**config.mk**
```make
export PLATFORM = sky130hd
export DESIGN_NAME = uart_receiver
export DESIGN_NICKNAME = d
export VERILOG_FILES = /design/src/rtl/uart_pkg.sv /design/src/rtl/uart_sync2.sv /design/src/rtl/uart_receiver.sv
export SDC_FILE = /design/constraint.sdc
export NUM_CORES = 1
export LEC_CHECK = 0
export CAP_MARGIN = 20
export CORE_UTILIZATION = 50
export DETAILED_ROUTE_END_ITERATION = 6
export GPL_ROUTABILITY_DRIVEN = 1
export GPL_TIMING_DRIVEN = 0
export PLACE_DENSITY = 0.73
export SLEW_MARGIN = 20
export SYNTH_ARGS = -nofsm -noshare
export SYNTH_HDL_FRONTEND = slang
export SYNTH_SLANG_ARGS = --single-unit
```
**constraint.sdc**
```tcl
create_clock -name rxclk -period 2.5 [get_ports rxclk]
set_input_delay 0.5 -clock rxclk [delete_from_list [all_inputs] [get_ports rxclk]]
set_output_delay 0.5 -clock rxclk [all_outputs]
set_load 0.05 [all_outputs]
```
**src/rtl/uart_pkg.sv**
```systemverilog
// -----------------------------------------------------------------------------
// uart_pkg
// Definitions shared by the UART receive path (and its transmitter
// counterpart).
//   uart_state_t : frame FSM state. The 2-bit encoding is identical on both
//                  sides, so state values read the same in either waveform.
//   *_LEVEL      : line levels for idle, start bit and stop bit.
//   cnt_width()  : counter width for a given modulus. The result is never
//                  less than 1 bit.
// -----------------------------------------------------------------------------
package uart_pkg;

  typedef enum logic [1:0] {
    IDLE  = 2'b00,
    START = 2'b01,
    DATA  = 2'b10,
    STOP  = 2'b11
  } uart_state_t;

  localparam logic IDLE_LEVEL  = 1'b1;
  localparam logic START_LEVEL = 1'b0;
  localparam logic STOP_LEVEL  = 1'b1;

  // Width needed to count 0..n-1. A modulus of 1 still gets a 1-bit counter.
  function automatic int unsigned cnt_width(input int unsigned n);
    return (n > 1) ? $clog2(n) : 1;
  endfunction

endpackage

```
**src/rtl/uart_sync2.sv**
```systemverilog
// -----------------------------------------------------------------------------
// uart_sync2
// Two-flop synchroniser for a single asynchronous input bit.
// The RESET_VALUE parameter sets the output level during reset. For the
// serial line this is the idle level, so coming out of reset never looks
// like a start bit.
// Ports:
//   clk : system clock, posedge
//   rst : synchronous, active-high reset
//   d   : asynchronous input
//   q   : synchronised output, delayed by 2 clk cycles
// -----------------------------------------------------------------------------
module uart_sync2
  import uart_pkg::*;
#(
  parameter logic RESET_VALUE = IDLE_LEVEL
) (
  input  logic clk,
  input  logic rst,
  input  logic d,
  output logic q
);

  logic meta_reg;
  logic sync_reg;

  always_ff @(posedge clk) begin
    if (rst) begin
      meta_reg <= RESET_VALUE;
      sync_reg <= RESET_VALUE;
    end else begin
      meta_reg <= d;
      sync_reg <= meta_reg;
    end
  end

  assign q = sync_reg;

endmodule

```
**src/rtl/uart_receiver.sv**
```systemverilog
// -----------------------------------------------------------------------------
// uart_receiver
// UART receive path for 8N1-style frames: 1 start bit (0), then DATA_BITS
// data bits sent LSB first, then 1 stop bit (1). The line idles high.
// The input is oversampled. Counting advances only on cycles where the
// rxclken tick is high, and rxclken runs at OVERSAMPLE x the baud rate.
// Parameters:
//   OVERSAMPLE : rxclken ticks per bit period (must be even and >= 4)
//   DATA_BITS  : data bits per frame
// Ports:
//   rxclk     : system clock, posedge
//   rst       : synchronous, active-high reset
//   rx        : serial line (asynchronous, idles high)
//   rxclken   : oversample tick, a 1-cycle pulse
//   rdy_clr   : consumer acknowledge; clears rdy and overrun
//   dout      : last byte received with a good stop bit
//   rdy       : a new byte is available (sticky)
//   rx_busy   : high whenever the FSM is not in IDLE
//   frame_err : the last frame had a stop bit of 0 (sticky)
//   overrun   : a byte arrived while rdy was still high (sticky)
// -----------------------------------------------------------------------------
module uart_receiver
  import uart_pkg::*;
#(
  parameter int OVERSAMPLE = 16,
  parameter int DATA_BITS  = 8
) (
  input  logic                 rxclk,
  input  logic                 rst,
  input  logic                 rx,
  input  logic                 rxclken,
  input  logic                 rdy_clr,
  output logic [DATA_BITS-1:0] dout,
  output logic                 rdy,
  output logic                 rx_busy,
  output logic                 frame_err,
  output logic                 overrun
);

  localparam int CNT_W = cnt_width(OVERSAMPLE);
  localparam int BIT_W = cnt_width(DATA_BITS);

  // START waits half a bit so that each later sample lands mid-bit.
  // DATA and STOP then wait one whole bit between samples.
  localparam logic [CNT_W-1:0] CNT_HALF = CNT_W'(OVERSAMPLE / 2 - 1);
  localparam logic [CNT_W-1:0] CNT_FULL = CNT_W'(OVERSAMPLE - 1);
  localparam logic [BIT_W-1:0] BIT_LAST = BIT_W'(DATA_BITS - 1);

  logic rx_s;

  uart_sync2 #(
    .RESET_VALUE(IDLE_LEVEL)
  ) u_sync (
    .clk (rxclk),
    .rst (rst),
    .d   (rx),
    .q   (rx_s)
  );

  uart_state_t           state_reg,     state_next;
  logic [CNT_W-1:0]      sample_cnt_reg, sample_cnt_next;
  logic [BIT_W-1:0]      bitpos_reg,    bitpos_next;
  logic [DATA_BITS-1:0]  shift_reg,     shift_next;
  logic                  armed_reg,     armed_next;
  logic [DATA_BITS-1:0]  dout_reg,      dout_next;
  logic                  rdy_reg,       rdy_next;
  logic                  frame_err_reg, frame_err_next;
  logic                  overrun_reg,   overrun_next;
  logic                  load;

  // State register
  always_ff @(posedge rxclk) begin
    if (rst) begin
      state_reg      <= IDLE;
      sample_cnt_reg <= '0;
      bitpos_reg     <= '0;
      shift_reg      <= '0;
      armed_reg      <= 1'b0;
      dout_reg       <= '0;
      rdy_reg        <= 1'b0;
      frame_err_reg  <= 1'b0;
      overrun_reg    <= 1'b0;
    end else begin
      state_reg      <= state_next;
      sample_cnt_reg <= sample_cnt_next;
      bitpos_reg     <= bitpos_next;
      shift_reg      <= shift_next;
      armed_reg      <= armed_next;
      dout_reg       <= dout_next;
      rdy_reg        <= rdy_next;
      frame_err_reg  <= frame_err_next;
      overrun_reg    <= overrun_next;
    end
  end

  // Next-state and output logic
  always_comb begin
    state_next      = state_reg;
    sample_cnt_next = sample_cnt_reg;
    bitpos_next     = bitpos_reg;
    shift_next      = shift_reg;
    armed_next      = armed_reg;
    dout_next       = dout_reg;
    rdy_next        = rdy_reg;
    frame_err_next  = frame_err_reg;
    overrun_next    = overrun_reg;
    load            = 1'b0;

    if (rxclken) begin
      unique case (state_reg)
        IDLE: begin
          // A start bit is accepted only after the line has been seen high
          // at least once. This stops a held-low line from retriggering.
          if (rx_s == IDLE_LEVEL) begin
            armed_next = 1'b1;
          end else if (armed_reg) begin
            state_next      = START;
            sample_cnt_next = '0;
            frame_err_next  = 1'b0;
          end
        end

        START: begin
          if (sample_cnt_reg == CNT_HALF) begin
            if (rx_s == START_LEVEL) begin
              state_next      = DATA;
              sample_cnt_next = '0;
              bitpos_next     = '0;
            end else begin
              // Line went high again before mid-bit: treat it as a glitch.
              state_next = IDLE;
            end
          end else begin
            sample_cnt_next = sample_cnt_reg + CNT_W'(1);
          end
        end

        DATA: begin
          if (sample_cnt_reg == CNT_FULL) begin
            shift_next[bitpos_reg] = rx_s;
            sample_cnt_next        = '0;
            if (bitpos_reg == BIT_LAST) begin
              state_next = STOP;
            end else begin
              bitpos_next = bitpos_reg + BIT_W'(1);
            end
          end else begin
            sample_cnt_next = sample_cnt_reg + CNT_W'(1);
          end
        end

        STOP: begin
          if (sample_cnt_reg == CNT_FULL) begin
            state_next      = IDLE;
            sample_cnt_next = '0;
            if (rx_s == STOP_LEVEL) begin
              load       = 1'b1;
              armed_next = 1'b1;
            end else begin
              // Break or framing error: flag it once, then wait for the
              // line to return high before accepting another start bit.
              frame_err_next = 1'b1;
              armed_next     = 1'b0;
            end
          end else begin
            sample_cnt_next = sample_cnt_reg + CNT_W'(1);
          end
        end

        default: state_next = IDLE;
      endcase
    end

    if (rdy_clr) begin
      rdy_next     = 1'b0;
      overrun_next = 1'b0;
    end

    // A new byte takes priority over an acknowledge in the same cycle.
    // The acknowledge still cancels the overrun, because the previous byte
    // has been consumed.
    if (load) begin
      dout_next = shift_reg;
      rdy_next  = 1'b1;
      if (rdy_reg && !rdy_clr) begin
        overrun_next = 1'b1;
      end
    end
  end

  assign dout      = dout_reg;
  assign rdy       = rdy_reg;
  assign rx_busy   = (state_reg != IDLE);
  assign frame_err = frame_err_reg;
  assign overrun   = overrun_reg;

endmodule

```
; Word-level counts from Yosys, hierarchy flattened
; Index checks and enable logic that the tools add are counted.
; W data, S select, Z words.
[totals]
ram_bits = 0
input_bits = 5
rom_bits = 0
word_cells = 86
latch_bits = 0
n_memories = 0
regBits = 31
[classes]
n_bitwise = 0
addsub = 2
eq_ne = 17
reduce_logical = 15
multipliers = 0
n_shift = 0
order_cmp = 2
muxes = 39
div_mod_pow = 0
[op_table]
columns = op, n
row1 = $mux W4, 5
row2 = $ne A2 B2 Y1 const B, 9
row3 = $mux W1, 16
row4 = $mux W2, 7
row5 = $mux W3, 4
row6 = $pmux W4 S3, 1
row7 = $reduce_and A6 Y1, 2
row8 = $bwmux W8, 1
row9 = $pmux W2 S4, 1
row10 = $reduce_and A4 Y1, 2
row11 = $reduce_bool A2 Y1, 4
row12 = $reduce_and A7 Y1, 1
row13 = $pmux W3 S2, 1
row14 = $add A4 B1 Y4 const B, 1
row15 = $eq A2 B2 Y1 const B, 2
row16 = $eq A4 B3 Y1 const B, 1
row17 = $eq A4 B4 Y1 const B, 1
row18 = $lt A3 B4 Y1 const B, 1
row19 = $pmux W1 S2, 2
row20 = $add A3 B1 Y3 const B, 1
row21 = $demux W1 S3, 1
row22 = $eq A3 B3 Y1 const B, 1
row23 = $ge A3 B1 Y1 const B, 1
row24 = $ne A3 B3 Y1 const B, 1
row25 = other kinds (7), 8

; Logic depth before layout (Yosys ltp)
; Gate-level depths: netlist of the first run.
[depth]
word_depth = 5
depth_mapped = 7
depth_no_buf = 5

; Modules after synthesis
; A second synthesis of the first run with hierarchy kept.
[hier_totals]
hier_cells = 150
area_unflattened_um2 = 1440.1
[by_module_without_submodules]
columns = mod, area_per_inst_um2, n_inst, cells_per_inst
row1 = uart_receiver, 1387.6, 1, 146
row2 = uart_sync2, 52.6, 1, 4

; Least setup slack after synthesis of the first run
; No wires, ideal clock.
[synth_timing]
kind = reg-to-reg
startpoint = register sample_cnt_reg[0]
endpoint = register bitpos_reg[0]
required_ns = 2.429
arrival_time_ns = 1.721
path_slack_ns = 0.708
setup_ns = 0.071
path_stages_with_launch = 6
path_cell_list = dfxtp_1 > ha_1 > nand4_4 > or4_4 > or4_1 > a21oi_1
[synth_between]
elab_chain_len = 3
elab_cells_between_ends = 5
[synth_lines]
columns = item, line
row1 = start: declaration, uart_receiver.sv:61  ; logic [CNT_W-1:0] sample_cnt_reg, sample_cnt_next;
row2 = start signal: assignment, uart_receiver.sv:85  ; sample_cnt_reg <= sample_cnt_next;
row3 = $eq A4 B4 Y1 / $eq A4 B3 Y1 (equally long branches), "uart_receiver.sv:139, uart_receiver.sv:124"
row4 = $ne A2 B2 Y1 (no line), --
row5 = $reduce_and A6 Y1 (no line) (*), --
row6 = end signal: assignment, uart_receiver.sv:86  ; bitpos_reg <= bitpos_next;
row7 = end: declaration, uart_receiver.sv:62  ; logic [BIT_W-1:0] bitpos_reg, bitpos_next;
; Every way passes the cells marked *; elsewhere a longest branch is shown, timed or not.
; A chain may end at the register's enable or synchronous reset.

; Worst setup path after layout of the first run
[layout_timing]
startpoint = input rxclken
endpoint = register sample_cnt_reg[2]
[layout_between]
elab_chain_len = 1
[layout_lines]
columns = item, line
row1 = start: declaration, uart_receiver.sv:31  ; input logic rxclken,
row2 = $reduce_and A4 Y1 (no line), --
; No other way between the ends.

==> impl_metrics.csv, run 1 <==
group,metric,value,unit
run_status,run_status,"finished clean",
cts,clk-insertion-delay-late,340,ps
power_and_ir_drop,power.density_cell_area,481,nW/um2
detailed_routing,drc,0,
die,num_rows,19,
cts,tritoncts_clock_tree,"built",
place,placedCellCount,203,
logic_synthesis,ys_warn_count,0,
place,hpwl,2070,um
grt,grt.total_usage,0.207,
sta,final.period_utilization,0.880,
die,floorplan.die_area,3070,um2
min_path,hold_path_class,"register to register",
place,routabilityCongestion,0.862,
cells_and_area,multiInputGateArea,744,um2
min_path,hold_path_startpoint,"u_sync.meta_reg",
die,fp.dieW,55.4,um
cells_and_area,seqCellArea,621,um2
logic_synthesis,dominant_register_cell_in_the_synthesized_netlist,"dfxtp_1",
sta,fin_setup_tns,0,ps
sta,timing.final.setup_violations,0,
grt,globalRouteMet1Util,0.256,
logic_synthesis,yosysMostFrequentCell,"dfxtp_1",
logic_synthesis,postSynthRegisterBits,31,
power_and_ir_drop,vdd.ir_drop.worst,420,uV
cells_and_area,synthToLayoutAreaGrowth,17.8,%
critical_path,worst_r2r_endpoint,"sample_cnt_reg[0]",
cells_and_area,stdcell_count,211,
logic_synthesis,synth-edff-count,0,
cts,h_tree_lvl_count,2,
cells_and_area,final_util,0.615,
critical_path,critical_path.reg2reg.startpoint,"sample_cnt_reg[0]",
cells_and_area,fillCellCount,247,
cts,cts_hold_repair.buffers,0,
flow_run,max-cap-violations,0,
sta,fin_worst_skew,9.01,ps
logic_synthesis,synth.top_cells.by_count,"dfxtp_1 (31), nor2_1 (22), mux2i_1 (16)",
min_path,hold_endpoint,"u_sync.q",
die,initial_core_util,0.522,
sta,hold_viol_final,0,
cts,cts_setup_buffers,0,
sta,period_minus_slack,2200,ps
die,coreArea,2730,um2
detailed_routing,dr.pass1.iters,6,
sta,maxSlewHeadroom,0.449,
detailed_routing,wl,2920,um
grt,grt_pass1_vias,1114,
logic_synthesis,yosysTopAreaCell,"dfxtp_1",
cells_and_area,layout-drive-gt1-share,0.111,
sta,final-max-slew-violation-count,0,
critical_path,r2r.worst_path.cells,6,
critical_path,rrSetupSlack,480,ps
die,die-height,55.4,um
grt,grt.overflow.total,0,
logic_synthesis,synth_area,1430,um2
critical_path,critical_path_required,2770,ps
cells_and_area,nets,187,
grt,grtUsageMet2,0.324,
cts,cts_buffers,5,
critical_path,setup.worst_path.start_class,"input port",
sta,max_clock_freq,0.455,GHz
power_and_ir_drop,static-leakage-power,0.706,nW
logic_synthesis,syn_avg_cell_area,9.14,um2
cts,cts_root_buf,"clkbuf_4",
detailed_routing,route.antenna.remaining_nets,0,
logic_synthesis,yosys-top-cells-area,"dfxtp_1 (44%), mux2i_1 (11%), nor2_1 (5.8%)",
detailed_routing,total_via_count_after_detailed_routing,1199,
detailed_routing,avgViaCountPerCell,5.68,
cts,buffers_from_clock_root_to_sink_at_most,2,
cts,cts.sinks,31,
grt,grt_busiest_layer,"met2",
logic_synthesis,synth_async_sr_flop_share,0,
sta,transition_at_the_pin_with_the_smallest_max_transition_slack,826,ps
grt,global_route_wire_length_before_repair,4910,um
place,port_buffers,16,
detailed_routing,route.detailed.wl_per_inst,13.8,um
critical_path,crit_type,"input port to register",
min_path,worst_hold_path.num_cells,1,
critical_path,worst-endpoint-arrival,2470,ps
logic_synthesis,postSynthNetCount,164,
power_and_ir_drop,finalPower,0.808,mW
cells_and_area,final_cell_area,1680,um2
detailed_routing,dr.first_iter.drc_count,37,
place,place_area,1630,um2
sta,grt_setup_unrepaired,"no",
grt,grt_max_degree,11,
die,boundaryPins,17,
grt,number_of_antenna_violations_at_the_first_check_in_global_routing,0,
cts,path_clk_slew,100,ps
logic_synthesis,post_synth_num_cell_types,39,
logic_synthesis,postSynthCellCount,156,
grt,grt.met3_usage,0.0656,
critical_path,setup.worst_path.end_class,"register",
cells_and_area,antenna_diode_count,0,
logic_synthesis,post-synth-top-area-fraction,0.435,
logic_synthesis,ys_seq_area_frac,0.435,
critical_path,timing.critical_path.fanout_max,8,
==> layout by cell type, fill, tap and decap left out, types with 2 or more instances in the layout <==
| master | instances |
|---|---|
| or2_2 | 3 |
| buf_2 | 3 |
| a21oi_1 | 11 |
| dfxtp_1 | 31 |
| nand4b_1 | 4 |
| o21ai_0 | 2 |
| nor2_1 | 21 |
| nor3_1 | 4 |
| inv_1 | 6 |
| nor4_1 | 3 |
| nand3b_1 | 2 |
| nand3_1 | 9 |
| nand4_1 | 2 |
| nand2_1 | 5 |
| clkbuf_1 | 9 |
| mux2i_1 | 16 |
| a21o_1 | 2 |
| clkbuf_4 | 5 |
| ha_1 | 3 |
| clkdlybuf4s50_1 | 15 |
==> cell families (layout without fill, tap and decap cells) <==
logic type	Yosys count	after routing	share of synthesized area
AO/OA/AOI/OAI	22	22	0.101
adder cells (fa/ha/maj)	3	3	0.0263
buffers and inverters	16	40	0.0447
flip-flops	31	31	0.435
multiplexers	16	16	0.112
AND/OR/NAND/NOR	68	68	0.281
==> area by class of cell <==
class,count,share of cell area
inverter,6,0.0134
multi-input combinational,109,0.443
buffer,10,0.0246
clock buffer,7,0.0268
sequential,31,0.369
timing repair buffer,16,0.0968
tap,31,0.0231
clock inverter,1,0.00298
==> power by group <==
part / switching, mW / total, mW / internal, mW / leakage, nW
Combinational: 0.0193 / 0.0322 / 0.0129 / 0.426
Clock: 0.167 / 0.276 / 0.109 / 0.0293
Sequential: 0.00333 / 0.500 / 0.496 / 0.250
==> what timing repair did <==
action | CTS | global route
hold endpoints to repair | 0 | 0
gates resized for setup | 1 | 1
setup endpoints to repair | 1 | 1
pin swaps | 0 | 0
==> stage by stage <==
step / hold WS (ps) / setup WS, ps
6_report: 439 / 301
5_1_grt: 457 / 140
4_1_cts: 430 / 59.1
3_5_place_dp: 408 / -27.2
3_3_place_gp: 395 / 48.5
2_1_floorplan: 389 / 708
==> routing by layer <==
metal / vias to the layer above / wire length, um
met5: - / 0
met3: 8 / 113
met4: 0 / 57
met1: 557 / 1370
li1: 610 / -
met2: 24 / 1380
==> critical path, cell delays in order <==
cell and delay (ps):
clkdlybuf4s50_1 550, and2_1 300, a222oi_1 750, o21ai_0 200, a21oi_1 170
==> worst max-delay path by stage <==
stage                                   end               from  slack, ps
after global placement    sample_cnt_reg[2]            rxclken         50
final                     sample_cnt_reg[2]            rxclken        300
after CTS                           rx_busy           register         60
after global routing      sample_cnt_reg[2]            rxclken        140
after floorplan               bitpos_reg[0]  sample_cnt_reg[0]        710
after detailed placement  sample_cnt_reg[2]            rxclken        -30
Power figures use the tool's default switching activity.
==> inputs of run 2 (changes only) <==
Settings changed: SETUP_SLACK_MARGIN set to 0.05.
==> results of run 2 <==
No change in the layout: final DEF, timing and power equal those of run 1.
==> inputs of run 3 (changes only) <==
Settings changed: CORE_ASPECT_RATIO set to 1.5.
==> run 3 against run 2 <==
Combinational power about the same; design area is 2.2% higher; worst setup slack lost 150 ps; clock power grew 34%; sequential power about the same; via count decreased by 0.75%; clock skew fell by 6.0 ps; flip-flop and latch count did not move; critical path depth shrank 1; total power up 12%; core utilization up 2.7 points; non-clock buffer count unchanged; largest power group unchanged.
==> impl_metrics.csv, run 3 (same netlist as run 1, synthesis figures left out) <==
group,metric,value,unit
run_status,run_status,"finished clean",
critical_path,critical_path_required,2000,ps
power_and_ir_drop,static-leakage-power,0.700,nW
critical_path,timing.critical_path.fanout_max,10,
place,routabilityCongestion,0.849,
sta,final.period_utilization,0.940,
critical_path,r2r.worst_path.cells,5,
detailed_routing,wl,3040,um
cts,h_tree_lvl_count,2,
grt,grt_max_degree,11,
cells_and_area,nets,187,
cells_and_area,synthToLayoutAreaGrowth,20.4,%
cts,tritoncts_clock_tree,"built",
critical_path,rrSetupSlack,530,ps
cts,buffers_from_clock_root_to_sink_at_most,2,
grt,grt.overflow.total,0,
sta,period_minus_slack,2350,ps
place,hpwl,2210,um
sta,max_clock_freq,0.426,GHz
min_path,hold_path_startpoint,"u_sync.meta_reg",
detailed_routing,route.antenna.remaining_nets,0,
die,num_rows,23,
power_and_ir_drop,power.density_cell_area,526,nW/um2
sta,fin_worst_skew,2.97,ps
cts,cts.sinks,31,
sta,hold_viol_final,0,
die,coreArea,2680,um2
critical_path,worst_r2r_endpoint,"bitpos_reg[0]",
detailed_routing,drc,0,
detailed_routing,total_via_count_after_detailed_routing,1190,
place,port_buffers,16,
flow_run,max-cap-violations,0,
grt,grt.total_usage,0.231,
grt,global_route_wire_length_before_repair,5080,um
cts,cts_root_buf,"clkbuf_8",
die,floorplan.die_area,3070,um2
cts,clk-insertion-delay-late,280,ps
critical_path,crit_type,"register to output port",
power_and_ir_drop,vdd.ir_drop.worst,384,uV
detailed_routing,dr.first_iter.drc_count,25,
detailed_routing,route.detailed.wl_per_inst,14.0,um
sta,final-max-slew-violation-count,0,
critical_path,worst-endpoint-arrival,1850,ps
cts,cts_buffers,5,
detailed_routing,dr.pass1.iters,4,
power_and_ir_drop,finalPower,0.903,mW
min_path,hold_path_class,"register to register",
cells_and_area,antenna_diode_count,0,
detailed_routing,detailroute.wirelength.met3,96,um
die,fp.dieW,45.6,um
sta,transition_at_the_pin_with_the_smallest_max_transition_slack,794,ps
grt,grt_pass1_vias,1192,
cells_and_area,layout.cells.most_common,"dfxtp_1",
detailed_routing,routed.top_layer,"met4",
detailed_routing,wl_met1,1260,um
grt,number_of_antenna_violations_at_the_first_check_in_global_routing,0,
sta,timing.final.setup_violations,0,
cts,cts_setup_buffers,0,
die,boundaryPins,17,
die,die-height,67.4,um
sta,maxSlewHeadroom,0.471,
cells_and_area,mostFrequentLayoutCells,"dfxtp_1 (31), nor2_1 (21), mux2i_1 (16), clkdlybuf4s50_1 (16), a21oi_1 (11)",
detailed_routing,route.met2.wl,1590,um
critical_path,critical_path.reg2reg.startpoint,"sample_cnt_reg[0]",
critical_path,cp-endpoint,"rx_busy",
die,initial_core_util,0.533,
sta,fin_setup_tns,0,ps
detailed_routing,avgViaCountPerCell,5.48,
critical_path,setup.worst_path.end_class,"output port",
critical_path,setup.worst_path.start_class,"register",
cells_and_area,layout-drive-gt1-share,0.111,
sta,grt_setup_unrepaired,"no",
cts,path_clk_slew,60,ps
==> run 3: cell types whose count changed in the layout (fill, tap and decap cells not counted) <==
cell             before  now
clkbuf_8              0    5
clkdlybuf4s50_1      15   16
clkbuf_4              5    0
dlymetal6s2s_1        1    0
==> run 3: per-stage QoR <==
stage / area (um2) / instances / util / hold slack [ps] / worst slack (ps)
3_3_place_gp: 1630 / 209 / 0.610 / 394 / 42.1
6_report: 1720 / 217 / 0.641 / 413 / 150
5_1_grt: 1720 / 217 / 0.641 / 436 / 91.6
4_1_cts: 1710 / 217 / 0.640 / 417 / 56.6
3_5_place_dp: 1630 / 209 / 0.610 / 402 / 12.1
2_1_floorplan: 1430 / 156 / - / 389 / 708
==> run 3: timing repair <==
item / in CTS / in global routing
hold buffers: 0 / 0
endpoints found under the setup margin: 0 / 1
resized for setup: 0 / 1
==> run 3: how the worst min path moves through the flow <==
stage | to | slack [ps] | cells past startpoint
after floorplan | u_sync.q | 390 | 1
after global placement | u_sync.q | 390 | 1
after detailed placement | u_sync.q | 400 | 1
after CTS | u_sync.q | 420 | 1
after global routing | u_sync.q | 440 | 1
final | u_sync.q | 410 | 1
==> run 3: area by class of cell <==
type / count / area (um2)
buffer: 10 / 41.3
clock buffer: 7 / 76.3
clock inverter: 1 / 5.00
fill: 230 / 960
inverter: 6 / 22.5
multi-input combinational: 109 / 744
sequential: 31 / 621
tap: 37 / 46.3
timing repair buffer: 16 / 160
==> run 3: power by group <==
group / switching [mW] / internal (mW)
clock network: 0.176 / 0.195
logic: 0.0189 / 0.0130
registers: 0.00317 / 0.497
total: 0.198 / 0.705
==> run 3: layer usage <==
| metal | up-vias | global-route usage |
|---|---|---|
| met1 | 557 | 0.239 |
| met4 | 0 | 0.148 |
| met2 | 19 | 0.402 |
| met5 | - | 0 |
| li1 | 605 | - |
| met3 | 9 | 0.0535 |
==> run 3: worst max-delay path: stages (launching register included) <==
cell and delay (ps):
dfxtp_1 370, buf_2 240, nor2_2 110, inv_1 60, clkdlybuf4s50_1 790
